<file path="src/rtl/gray_monitor.sv">
// gray_monitor: decodes a 4-bit Gray sample stream to binary and checks each step.
// Legal steps are +1 (mod 16) and hold. The monitor locks after 4 consecutive
// good steps, and counts illegal steps in a counter that saturates.
// Optional feature macro: GRAY_MON_DOWN_EN also accepts -1 steps and drives dir_down.
module gray_monitor (
  input  logic       clk,
  input  logic       rst,
  input  logic [3:0] gray_in,
  input  logic       in_valid,
  output logic [3:0] bin_out,
  output logic       bin_valid,
  output logic       step_err,
  output logic [7:0] err_count,
  output logic       locked,
  output logic       dir_down
);

  typedef enum logic [1:0] {IDLE, TRACK, LOCK} state_t;

  state_t     state, state_nxt;
  logic [3:0] prev_bin, prev_nxt, bin_dec;
  logic [2:0] good_cnt, cnt_nxt;
  logic [7:0] err_nxt;
  logic       step_err_nxt;
  logic       is_hold, is_up, is_down, is_good, dir_chg, dir_nxt;

  // Gray to binary: each binary bit is the XOR of all Gray bits at or above it
  always_comb begin
    bin_dec[3] = gray_in[3];
    for (int i = 2; i >= 0; i--) bin_dec[i] = bin_dec[i+1] ^ gray_in[i];
  end

  // Step classification against the previously accepted sample
  always_comb begin
    is_hold = (bin_dec == prev_bin);
    is_up   = (bin_dec == prev_bin + 4'd1);
`ifdef GRAY_MON_DOWN_EN
    is_down = (bin_dec == prev_bin - 4'd1);
    // A good step whose direction differs from the last good step restarts the run
    dir_chg = (is_up && dir_down) || (is_down && !dir_down);
    dir_nxt = is_down ? 1'b1 : (is_up ? 1'b0 : dir_down);
`else
    is_down = 1'b0;
    dir_chg = 1'b0;
    dir_nxt = 1'b0;
`endif
    is_good = is_up || is_down;
  end

  // Next-state logic; everything holds unless a sample is accepted
  always_comb begin
    state_nxt    = state;
    prev_nxt     = prev_bin;
    cnt_nxt      = good_cnt;
    err_nxt      = err_count;
    step_err_nxt = 1'b0;
    if (in_valid) begin
      prev_nxt = bin_dec;
      case (state)
        IDLE: begin
          state_nxt = TRACK;
          cnt_nxt   = 3'd0;
        end
        TRACK, LOCK: begin
          if (is_hold) begin
            cnt_nxt = good_cnt;
          end else if (is_good) begin
            if (dir_chg)               cnt_nxt = 3'd1;
            else if (good_cnt != 3'd4) cnt_nxt = good_cnt + 3'd1;
            if (state == TRACK && cnt_nxt == 3'd4) state_nxt = LOCK;
          end else begin
            step_err_nxt = 1'b1;
            cnt_nxt      = 3'd0;
            state_nxt    = TRACK;
            if (err_count != 8'hFF) err_nxt = err_count + 8'd1;
          end
        end
        default: state_nxt = IDLE;
      endcase
    end
  end

  // State and output registers; synchronous active-low reset wins over in_valid
  always_ff @(posedge clk) begin
    if (!rst) begin
      state     <= IDLE;
      prev_bin  <= 4'd0;
      good_cnt  <= 3'd0;
      bin_out   <= 4'd0;
      bin_valid <= 1'b0;
      step_err  <= 1'b0;
      err_count <= 8'd0;
      locked    <= 1'b0;
    end else begin
      state     <= state_nxt;
      prev_bin  <= prev_nxt;
      good_cnt  <= cnt_nxt;
      bin_valid <= in_valid;
      step_err  <= step_err_nxt;
      err_count <= err_nxt;
      locked    <= (state_nxt == LOCK);
      if (in_valid) bin_out <= bin_dec;
    end
  end

`ifdef GRAY_MON_DOWN_EN
  // Direction of the last good step; holds across stalls and illegal steps
  always_ff @(posedge clk) begin
    if (!rst)                                       dir_down <= 1'b0;
    else if (in_valid && state != IDLE && is_good)  dir_down <= dir_nxt;
  end
`else
  assign dir_down = 1'b0;
`endif

endmodule

</file>
<file path="config.mk">
export PLATFORM = sky130hd
export DESIGN_NAME = gray_monitor
export DESIGN_NICKNAME = d
export VERILOG_FILES = /design/src/rtl/gray_monitor.sv
export SDC_FILE = /design/constraint.sdc
export NUM_CORES = 1
export LEC_CHECK = 0
export CORE_UTILIZATION = 46
export CTS_CLUSTER_DIAMETER = 150
export DETAILED_ROUTE_END_ITERATION = 7
export GPL_ROUTABILITY_DRIVEN = 0
export PLACE_DENSITY = 0.76
export REMOVE_ABC_BUFFERS = 1
export SLEW_MARGIN = 5
export SYNTH_ARGS = -nofsm -noshare
export SYNTH_HDL_FRONTEND = slang
export SYNTH_SLANG_ARGS = --single-unit
</file>
<file path="constraint.sdc">
create_clock -name clk -period 2.55 [get_ports clk]
set_input_delay 0.51 -clock clk [delete_from_list [all_inputs] [get_ports clk]]
set_output_delay 0.51 -clock clk [all_outputs]
set_load 0.005 [all_outputs]
</file>
==> metrics.txt, run 1 <==
# TYPE chip_impl_metric gauge
chip_impl_info{name="run_status",value="complete, no violations"} 1
chip_impl_metric{name="timing_max_transition_violations_final",unit=""} 0
chip_impl_info{name="cp-end-kind",value="register"} 1
chip_impl_metric{name="p_per_area",unit="nW/µm²"} 484
chip_impl_metric{name="worstPathMaxFanout",unit=""} 4
chip_impl_metric{name="io_buffer_count",unit=""} 21
chip_impl_metric{name="route.antenna.remaining_nets",unit=""} 0
chip_impl_metric{name="via_count",unit=""} 1149
chip_impl_metric{name="drt-vias-per-instance",unit=""} 5.58
chip_impl_info{name="grt-busiest-layer",value="met2"} 1
chip_impl_metric{name="pwr-share-clk",unit="%"} 33.7
chip_impl_metric{name="cap_viol_max_count",unit=""} 0
chip_impl_metric{name="core_area",unit="µm²"} 2480
chip_impl_metric{name="cp.depth",unit=""} 9
chip_impl_metric{name="tns",unit="ns"} 0
chip_impl_metric{name="post_cts_hold_buffer_count",unit=""} 0
chip_impl_metric{name="drc",unit=""} 0
chip_impl_info{name="worstSetupStartpoint",value="gray_in[1]"} 1
chip_impl_metric{name="floorplan.die.width",unit="µm"} 53.2
chip_impl_metric{name="initial_utilization",unit="%"} 48.7
chip_impl_metric{name="globalRouteTotalUtil",unit="%"} 23.3
chip_impl_metric{name="worstHoldPathCells",unit=""} 2
chip_impl_metric{name="hpwl_detailed",unit="µm"} 2000
chip_impl_metric{name="use_met3",unit="%"} 4.02
chip_impl_metric{name="clk_latency",unit="ns"} 0.31
chip_impl_metric{name="vdd_drop_max",unit="mV"} 0.441
chip_impl_info{name="r2r_start",value="good_cnt[0]"} 1
chip_impl_metric{name="final_hold_viol_count",unit=""} 0
chip_impl_metric{name="layout-drive-gt1-share",unit="%"} 15.3
chip_impl_metric{name="groute.layer.met2.usage",unit="%"} 40.6
chip_impl_metric{name="syn_avg_cell_area",unit="µm²"} 8.49
chip_impl_metric{name="skew",unit="ns"} 0.00172
chip_impl_metric{name="report.power.total",unit="mW"} 0.776
chip_impl_metric{name="numCtsBuffers",unit=""} 3
chip_impl_metric{name="grt_use_met1",unit="%"} 25.3
chip_impl_metric{name="fmax",unit="GHz"} 0.410
chip_impl_metric{name="worstPathRequired",unit="ns"} 2.81
chip_impl_metric{name="finalSetupViolCount",unit=""} 0
chip_impl_metric{name="fin_worst_hold_slack",unit="ns"} 0.504
chip_impl_metric{name="ys_seq_elements",unit=""} 20
chip_impl_metric{name="p_leak",unit="nW"} 0.613
chip_impl_info{name="timing.critical_path.from_type",value="input port"} 1
chip_impl_metric{name="cpPeakStageDelay",unit="ns"} 0.52
chip_impl_metric{name="synthesis.area",unit="µm²"} 1210
chip_impl_info{name="crit_slowest_cell",value="or4b_4"} 1
chip_impl_metric{name="synthCells",unit=""} 142
chip_impl_metric{name="dieArea",unit="µm²"} 2830
chip_impl_info{name="class_of_the_most_critical_setup_path",value="in -> reg"} 1
chip_impl_metric{name="total_length_of_routed_wires",unit="µm"} 2720
chip_impl_info{name="min_from",value="good_cnt[1]"} 1
chip_impl_metric{name="gr-total-overflow",unit=""} 0
chip_impl_metric{name="yosysSeqAreaShare",unit="%"} 33.2
chip_impl_metric{name="cts.sink_count",unit=""} 20
chip_impl_metric{name="reg2reg_setup_slack",unit="ns"} 0.22
chip_impl_info{name="hold_endpoint",value="good_cnt[1]"} 1
chip_impl_metric{name="intPower",unit="mW"} 0.576
chip_impl_metric{name="first_global_vias",unit=""} 1131
chip_impl_metric{name="largest_net_degree_at_the_start_of_global_routing",unit=""} 15
chip_impl_metric{name="antennaDiodeCount",unit=""} 0
chip_impl_metric{name="crit_arrival",unit="ns"} 2.70
chip_impl_info{name="tritoncts_clock_tree",value="done"} 1
chip_impl_metric{name="switching_share",unit="%"} 25.8
chip_impl_metric{name="drt_first_iter_violations",unit=""} 31
chip_impl_metric{name="routedWlPerCell",unit="µm"} 13.2
chip_impl_metric{name="critical_path_buf_inv_count",unit=""} 3
chip_impl_metric{name="worst-r2r-cell-count",unit=""} 8
chip_impl_info{name="critical_path.cell_chain",value="dlygate4sd2_1, xor3_2, buf_4, nor3_1, o211ai_4, or4b_4, buf_6, or3_1, a21oi_2"} 1
chip_impl_metric{name="antenna_violations_before_repair",unit=""} 0
chip_impl_metric{name="minimum_setup_slack_in_the_final_design",unit="ns"} 0.110
chip_impl_metric{name="nets",unit=""} 191
chip_impl_metric{name="finalCritPeriodShare",unit="%"} 95.7
chip_impl_metric{name="comb_power_share",unit="%"} 22.5
chip_impl_metric{name="drt_first_pass_iters",unit=""} 4
chip_impl_metric{name="synth_to_final_area_change",unit="%"} 33.0
chip_impl_metric{name="clk_pin_slew",unit="ns"} 0.12
chip_impl_metric{name="pin_count",unit=""} 23
chip_impl_metric{name="grt_first_pass_wirelength",unit="µm"} 4660
chip_impl_metric{name="die_height",unit="µm"} 53.2
chip_impl_metric{name="ys.warnings.count",unit=""} 0
chip_impl_metric{name="number_of_library_cell_types_mapped_by_synthesis",unit=""} 38
chip_impl_metric{name="dp_slack",unit="ns"} -0.559
chip_impl_metric{name="placement_rows",unit=""} 18
chip_impl_info{name="grt_setup_unrepaired",value="no"} 1
chip_impl_info{name="hold_path_class",value="reg -> reg"} 1
chip_impl_metric{name="fin_crit",unit="ns"} 2.44
chip_impl_metric{name="clock_tree.htree_level_count",unit=""} 1
chip_impl_info{name="rr_endpoint",value="state[0]"} 1
chip_impl_info{name="largest_delay_contributor_family_on_the_critical_path",value="simple AND/OR/NAND/NOR gates"} 1
chip_impl_info{name="clockRootBuffer",value="clkbuf_4"} 1
chip_impl_metric{name="share_seq_of_total_power",unit="%"} 43.8
chip_impl_metric{name="switching_power",unit="mW"} 0.200
chip_impl_metric{name="cts_buffer_depth",unit=""} 2
-- how the worst max path moves through the flow --
| stage | to | slack (ns) |
|---|---|---|
| 3_3_place_gp | err_count[7] | -0.48 |
| 5_1_grt | err_count[3] | 0.04 |
| 6_report | err_count[3] | 0.11 |
| 4_1_cts | err_count[5] | 0.05 |
| 3_5_place_dp | err_count[7] | -0.56 |
| 2_1_floorplan | err_count[7] | -0.04 |
-- cell usage after synthesis, drive strengths merged --
cell type / n / area [µm²]
xnor2: 8 / 70.1
buf: 3 / 26.3
and3b: 1 / 8.76
nand4: 1 / 6.26
a32oi: 1 / 8.76
a21oi: 11 / 55.1
ha: 7 / 87.6
a311oi: 1 / 8.76
o31ai: 2 / 15.0
nand2: 11 / 41.3
nor3: 2 / 10.0
or4b: 1 / 13.8
nor2: 11 / 41.3
dfxtp: 20 / 400
conb: 1 / 3.75
and2: 2 / 12.5
nor2b: 1 / 6.26
or3: 5 / 31.3
xor2: 2 / 17.5
inv: 8 / 30.0
clkbuf: 2 / 7.51
mux2i: 3 / 30.0
nand2b: 4 / 25.0
o41ai: 1 / 8.76
a211o: 1 / 8.76
o211ai: 3 / 36.3
nor3b: 2 / 15.0
a211oi: 3 / 22.5
and3: 2 / 17.5
nor4: 1 / 6.26
nand3: 8 / 40.0
xor3: 1 / 25.0
or4: 2 / 15.0
or3b: 1 / 8.76
o21ai: 9 / 45.0
-- layout make-up --
cell class                      instances  area (µm²)
Clock inverter                          1        30.0
Sequential cell                        20         400
Fill cell                             213         873
Timing Repair Buffer                   35         323
Tap cell                               30        37.5
Inverter                                8        30.0
Clock buffer                            3        22.5
Multi-Input combinational cell        109         761
-- cells in the final DEF, fill, tap and decap left out, drive strengths merged, types with 2 or more instances in the layout --
cell type,synthesis,final
nor3,2,2
nor3b,2,2
and3,2,2
ha,7,7
o21ai,9,9
a211oi,3,3
or3,5,5
xnor2,8,8
mux2i,3,3
clkdlybuf4s50,0,18
xor2,2,2
o31ai,2,2
o211ai,3,3
or4,2,2
dfxtp,20,20
buf,3,14
and2,2,2
nand2,11,11
clkbuf,2,3
nand2b,4,4
a21oi,11,11
dlygate4sd2,0,2
nand3,8,8
inv,8,8
nor2,11,11
-- worst min-delay path, stage by stage, from the launching register on --
cell and delay [ns]:
dfxtp_1 0.34, nand2b_1 0.07, a21oi_1 0.06
-- registers in the layout (all words and copies together), names as in the netlist --
| register | flops |
|---|---|
| prev_bin | 4 |
| good_cnt | 3 |
| err_count | 8 |
| bin_valid | 1 |
| step_err | 1 |
| state | 2 |
| locked | 1 |
-- power groups by stage --
stage	logic, mW	registers [mW]	clock network, mW
floorplan	0.0916	0.345	0
global placement	0.156	0.347	0
detailed placement	0.162	0.347	0
CTS	0.172	0.340	0.265
global route	0.190	0.342	0.279
finish	0.174	0.340	0.261
-- kinds of logic after synthesis --
group | count (synthesis) | synth area share (%)
DFF | 20 | 33.2
buffers and inverters | 13 | 5.29
and+or+nand+nor | 55 | 24.8
other | 1 | 0.311
xor gates and xnor gates | 11 | 9.34
AOI/OAI and AO/OA | 32 | 17.3
muxes | 3 | 2.49
adders and majority gates | 7 | 7.26
-- repair_timing --
action | CTS | global route
hold endpoints to repair | 0 | 0
cloned | 0 | 0
pin swaps | 5 | 1
endpoints found under the setup margin | 7 | 5
gates resized for setup | 6 | 3
setup buffers | 3 | 0
-- layer usage --
layer,routed length [µm],vias up,share of wire (%)
li1,-,570,-
met1,1190,530,44
met2,1320,43,48
met3,148,6,5.4
met4,64,0,2.4
met5,0,-,0
-- stage by stage --
stage | instance area [µm²] | cells | utilization [%]
CTS | 1590 | 206 | 64.2
floorplan | 1170 | 137 | -
finish | 1600 | 206 | 64.7
global route | 1600 | 206 | 64.7
detailed placement | 1500 | 199 | 60.7
global placement | 1500 | 199 | 60.7
No activity file was read; power rests on OpenSTA's default activity.
==> run 2, diff against run 1 <==
--- a/config.mk
+++ b/config.mk
@@ -5,6 +5,7 @@
 export SDC_FILE = /design/constraint.sdc
 export NUM_CORES = 1
 export LEC_CHECK = 0
+export ABC_CLOCK_PERIOD_IN_PS = 2550
 export CORE_UTILIZATION = 46
 export CTS_CLUSTER_DIAMETER = 150
 export DETAILED_ROUTE_END_ITERATION = 7
==> results of run 2 <==
No change in the layout: final DEF, timing and power equal those of run 1.
==> run 3, diff against run 2 <==
--- a/config.mk
+++ b/config.mk
@@ -12,6 +12,7 @@
 export GPL_ROUTABILITY_DRIVEN = 0
 export PLACE_DENSITY = 0.76
 export REMOVE_ABC_BUFFERS = 1
+export SKIP_CTS_REPAIR_TIMING = 1
 export SLEW_MARGIN = 5
 export SYNTH_ARGS = -nofsm -noshare
 export SYNTH_HDL_FRONTEND = slang
==> run 3 against run 2 <==
  * Hold slack gained 0.00060 ns
  * Die area is the same
  * Critical path type unchanged
  * Setup slack lost 0.0034 ns
  * Clock power is essentially flat
  * Via count is essentially flat
  * Largest cell class unchanged
  * Sequential share of layout area grew 0.14 points
  * Combinational power is essentially flat
  * Highest routed layer unchanged
  * Sequential cell count is the same
==> metrics.txt, run 3 (synthesis gave the netlist of run 1 again) <==
# TYPE chip_impl_metric gauge
chip_impl_info{name="clockRootBuffer",value="clkbuf_4"} 1
chip_impl_metric{name="nets",unit=""} 189
chip_impl_metric{name="total_length_of_routed_wires",unit="µm"} 2760
chip_impl_metric{name="finalCritPeriodShare",unit="%"} 95.8
chip_impl_metric{name="clk_latency",unit="ns"} 0.31
chip_impl_metric{name="fmax",unit="GHz"} 0.409
chip_impl_metric{name="switching_share",unit="%"} 26.1
chip_impl_metric{name="worstPathMaxFanout",unit=""} 6
chip_impl_metric{name="vdd_drop_max",unit="mV"} 0.443
chip_impl_metric{name="largest_register_ff_count",unit=""} 8
chip_impl_metric{name="globalRouteTotalUtil",unit="%"} 23.0
chip_impl_metric{name="worstPathRequired",unit="ns"} 2.80
chip_impl_metric{name="place.detailed.instances",unit=""} 199
chip_impl_metric{name="dp_slack",unit="ns"} -0.559
chip_impl_metric{name="pwr-share-clk",unit="%"} 33.8
chip_impl_info{name="hold_endpoint",value="err_count[6]"} 1
chip_impl_metric{name="drc",unit=""} 0
chip_impl_info{name="r2r_start",value="prev_bin[1]"} 1
chip_impl_metric{name="drt-vias-per-instance",unit=""} 5.63
chip_impl_metric{name="tns",unit="ns"} 0
chip_impl_metric{name="timing_max_transition_violations_final",unit=""} 0
chip_impl_metric{name="antenna_violations_before_repair",unit=""} 0
chip_impl_metric{name="route.antenna.remaining_nets",unit=""} 0
chip_impl_info{name="layout_commonest_cell",value="dfxtp_1"} 1
chip_impl_metric{name="placement_stage_cell_area",unit="µm²"} 1500
chip_impl_metric{name="placement_rows",unit=""} 18
chip_impl_metric{name="crit_arrival",unit="ns"} 2.69
chip_impl_metric{name="worstHoldPathCells",unit=""} 2
chip_impl_metric{name="drt_first_pass_iters",unit=""} 4
chip_impl_info{name="rr_endpoint",value="err_count[7]"} 1
chip_impl_metric{name="first_global_vias",unit=""} 1123
chip_impl_metric{name="grt_first_pass_wirelength",unit="µm"} 4590
chip_impl_metric{name="layout-drive-gt1-share",unit="%"} 14.4
chip_impl_info{name="tritoncts_clock_tree",value="done"} 1
chip_impl_metric{name="finalInstanceArea",unit="µm²"} 1600
chip_impl_metric{name="pin_count",unit=""} 23
chip_impl_metric{name="core_area",unit="µm²"} 2480
chip_impl_info{name="min_from",value="err_count[6]"} 1
chip_impl_metric{name="p_leak",unit="nW"} 0.617
chip_impl_metric{name="initial_utilization",unit="%"} 48.7
chip_impl_metric{name="worst-r2r-cell-count",unit=""} 6
chip_impl_metric{name="p_per_area",unit="nW/µm²"} 485
chip_impl_metric{name="intPower",unit="mW"} 0.572
chip_impl_metric{name="dieArea",unit="µm²"} 2830
chip_impl_metric{name="final_hold_viol_count",unit=""} 0
chip_impl_metric{name="skew",unit="ns"} 0.00108
chip_impl_metric{name="comb_power_share",unit="%"} 22.2
chip_impl_metric{name="fin_crit",unit="ns"} 2.44
chip_impl_info{name="layout_common_cells",value="dfxtp_1, clkdlybuf4s50_1, nor2_1, nand2_1, buf_4"} 1
chip_impl_info{name="biggestRegsByFlops",value="err_count x8, prev_bin x4, good_cnt x3"} 1
chip_impl_metric{name="cts_buffer_depth",unit=""} 2
chip_impl_metric{name="final_cells",unit=""} 204
chip_impl_metric{name="finalSetupViolCount",unit=""} 0
chip_impl_info{name="cp-end-kind",value="register"} 1
chip_impl_metric{name="minimum_setup_slack_in_the_final_design",unit="ns"} 0.107
chip_impl_info{name="run_status",value="complete, no violations"} 1
chip_impl_metric{name="num-fill-cells",unit=""} 213
chip_impl_metric{name="reg2reg_setup_slack",unit="ns"} 0.24
chip_impl_metric{name="numCtsBuffers",unit=""} 3
chip_impl_metric{name="cts.sink_count",unit=""} 20
chip_impl_info{name="hold_path_class",value="reg -> reg"} 1
chip_impl_metric{name="report.power.total",unit="mW"} 0.774
chip_impl_info{name="largest-register",value="err_count"} 1
chip_impl_metric{name="die_height",unit="µm"} 53.2
chip_impl_metric{name="clk_pin_slew",unit="ns"} 0.11
chip_impl_metric{name="antennaDiodeCount",unit=""} 0
chip_impl_metric{name="share_seq_of_total_power",unit="%"} 43.9
chip_impl_metric{name="floorplan.die.width",unit="µm"} 53.2
chip_impl_metric{name="largest_net_degree_at_the_start_of_global_routing",unit=""} 15
chip_impl_metric{name="cap_viol_max_count",unit=""} 0
chip_impl_metric{name="via_count",unit=""} 1148
chip_impl_metric{name="gr-total-overflow",unit=""} 0
chip_impl_metric{name="synth_to_final_area_change",unit="%"} 32.3
chip_impl_metric{name="hpwl_detailed",unit="µm"} 2000
chip_impl_metric{name="io_buffer_count",unit=""} 21
chip_impl_metric{name="drt_first_iter_violations",unit=""} 47
chip_impl_metric{name="clock_tree.htree_level_count",unit=""} 1
chip_impl_info{name="class_of_the_most_critical_setup_path",value="in -> reg"} 1
chip_impl_metric{name="routedWlPerCell",unit="µm"} 13.5
chip_impl_metric{name="switching_power",unit="mW"} 0.202
chip_impl_info{name="grt_setup_unrepaired",value="no"} 1
chip_impl_info{name="timing.critical_path.from_type",value="input port"} 1
==> run 3: changes by cell type in the layout (fill, tap and decap cells not counted), sizes merged <==
cell and delta:
dlymetal6s2s +2, buf -3, dlygate4sd2 -2, or4b +1
==> run 3: layer usage <==
layer  up-vias  global-route usage, %  wire, µm
met2        40                   40.0      1350
met1       535                   25.0      1220
met4         0                   15.8        54
met3         4                   4.02       140
met5         -                      0         0
li1        569                      -         -
==> run 3: critical path, stage by stage <==
cell,delay (ns)
clkdlybuf4s50_1,0.43
xnor2_1,0.27
nor3_1,0.13
o211ai_4,0.19
or4b_4,0.53
or4_4,0.50
a21oi_2,0.13
==> run 3: worst max-delay path by stage <==
stage / start / endpoint / slack [ns]
floorplan: gray_in[3] / err_count[7] / -0.04
global placement: gray_in[3] / err_count[7] / -0.48
detailed placement: gray_in[3] / err_count[7] / -0.56
CTS: gray_in[3] / err_count[7] / -0.24
global route: gray_in[0] / err_count[7] / 0.07
finish: gray_in[0] / err_count[7] / 0.11
==> run 3: area by class of cell <==
type	count	area, µm²	share of cell area [%]
multi-input cells	110	774	48.5
flip-flops and latches	20	400	25.1
repair buffers	32	300	18.8
well taps	30	37.5	2.35
clock inverters	1	30.0	1.88
inverters	8	30.0	1.88
clock buffers	3	22.5	1.41
==> run 3: power by group through the flow <==
stage	sequential [mW]	combinational, mW	clock [mW]
2_1_floorplan	0.345	0.0916	0
3_3_place_gp	0.347	0.156	0
3_5_place_dp	0.347	0.162	0
4_1_cts	0.340	0.164	0.265
5_1_grt	0.342	0.188	0.279
6_report	0.340	0.172	0.262
==> run 3: stage by stage <==
step | hold WS [ns] | utilization [%]
after floorplan | 0.463 | -
after global placement | 0.475 | 60.7
after detailed placement | 0.489 | 60.7
after CTS | 0.506 | 62.8
after global routing | 0.522 | 64.4
final | 0.505 | 64.4
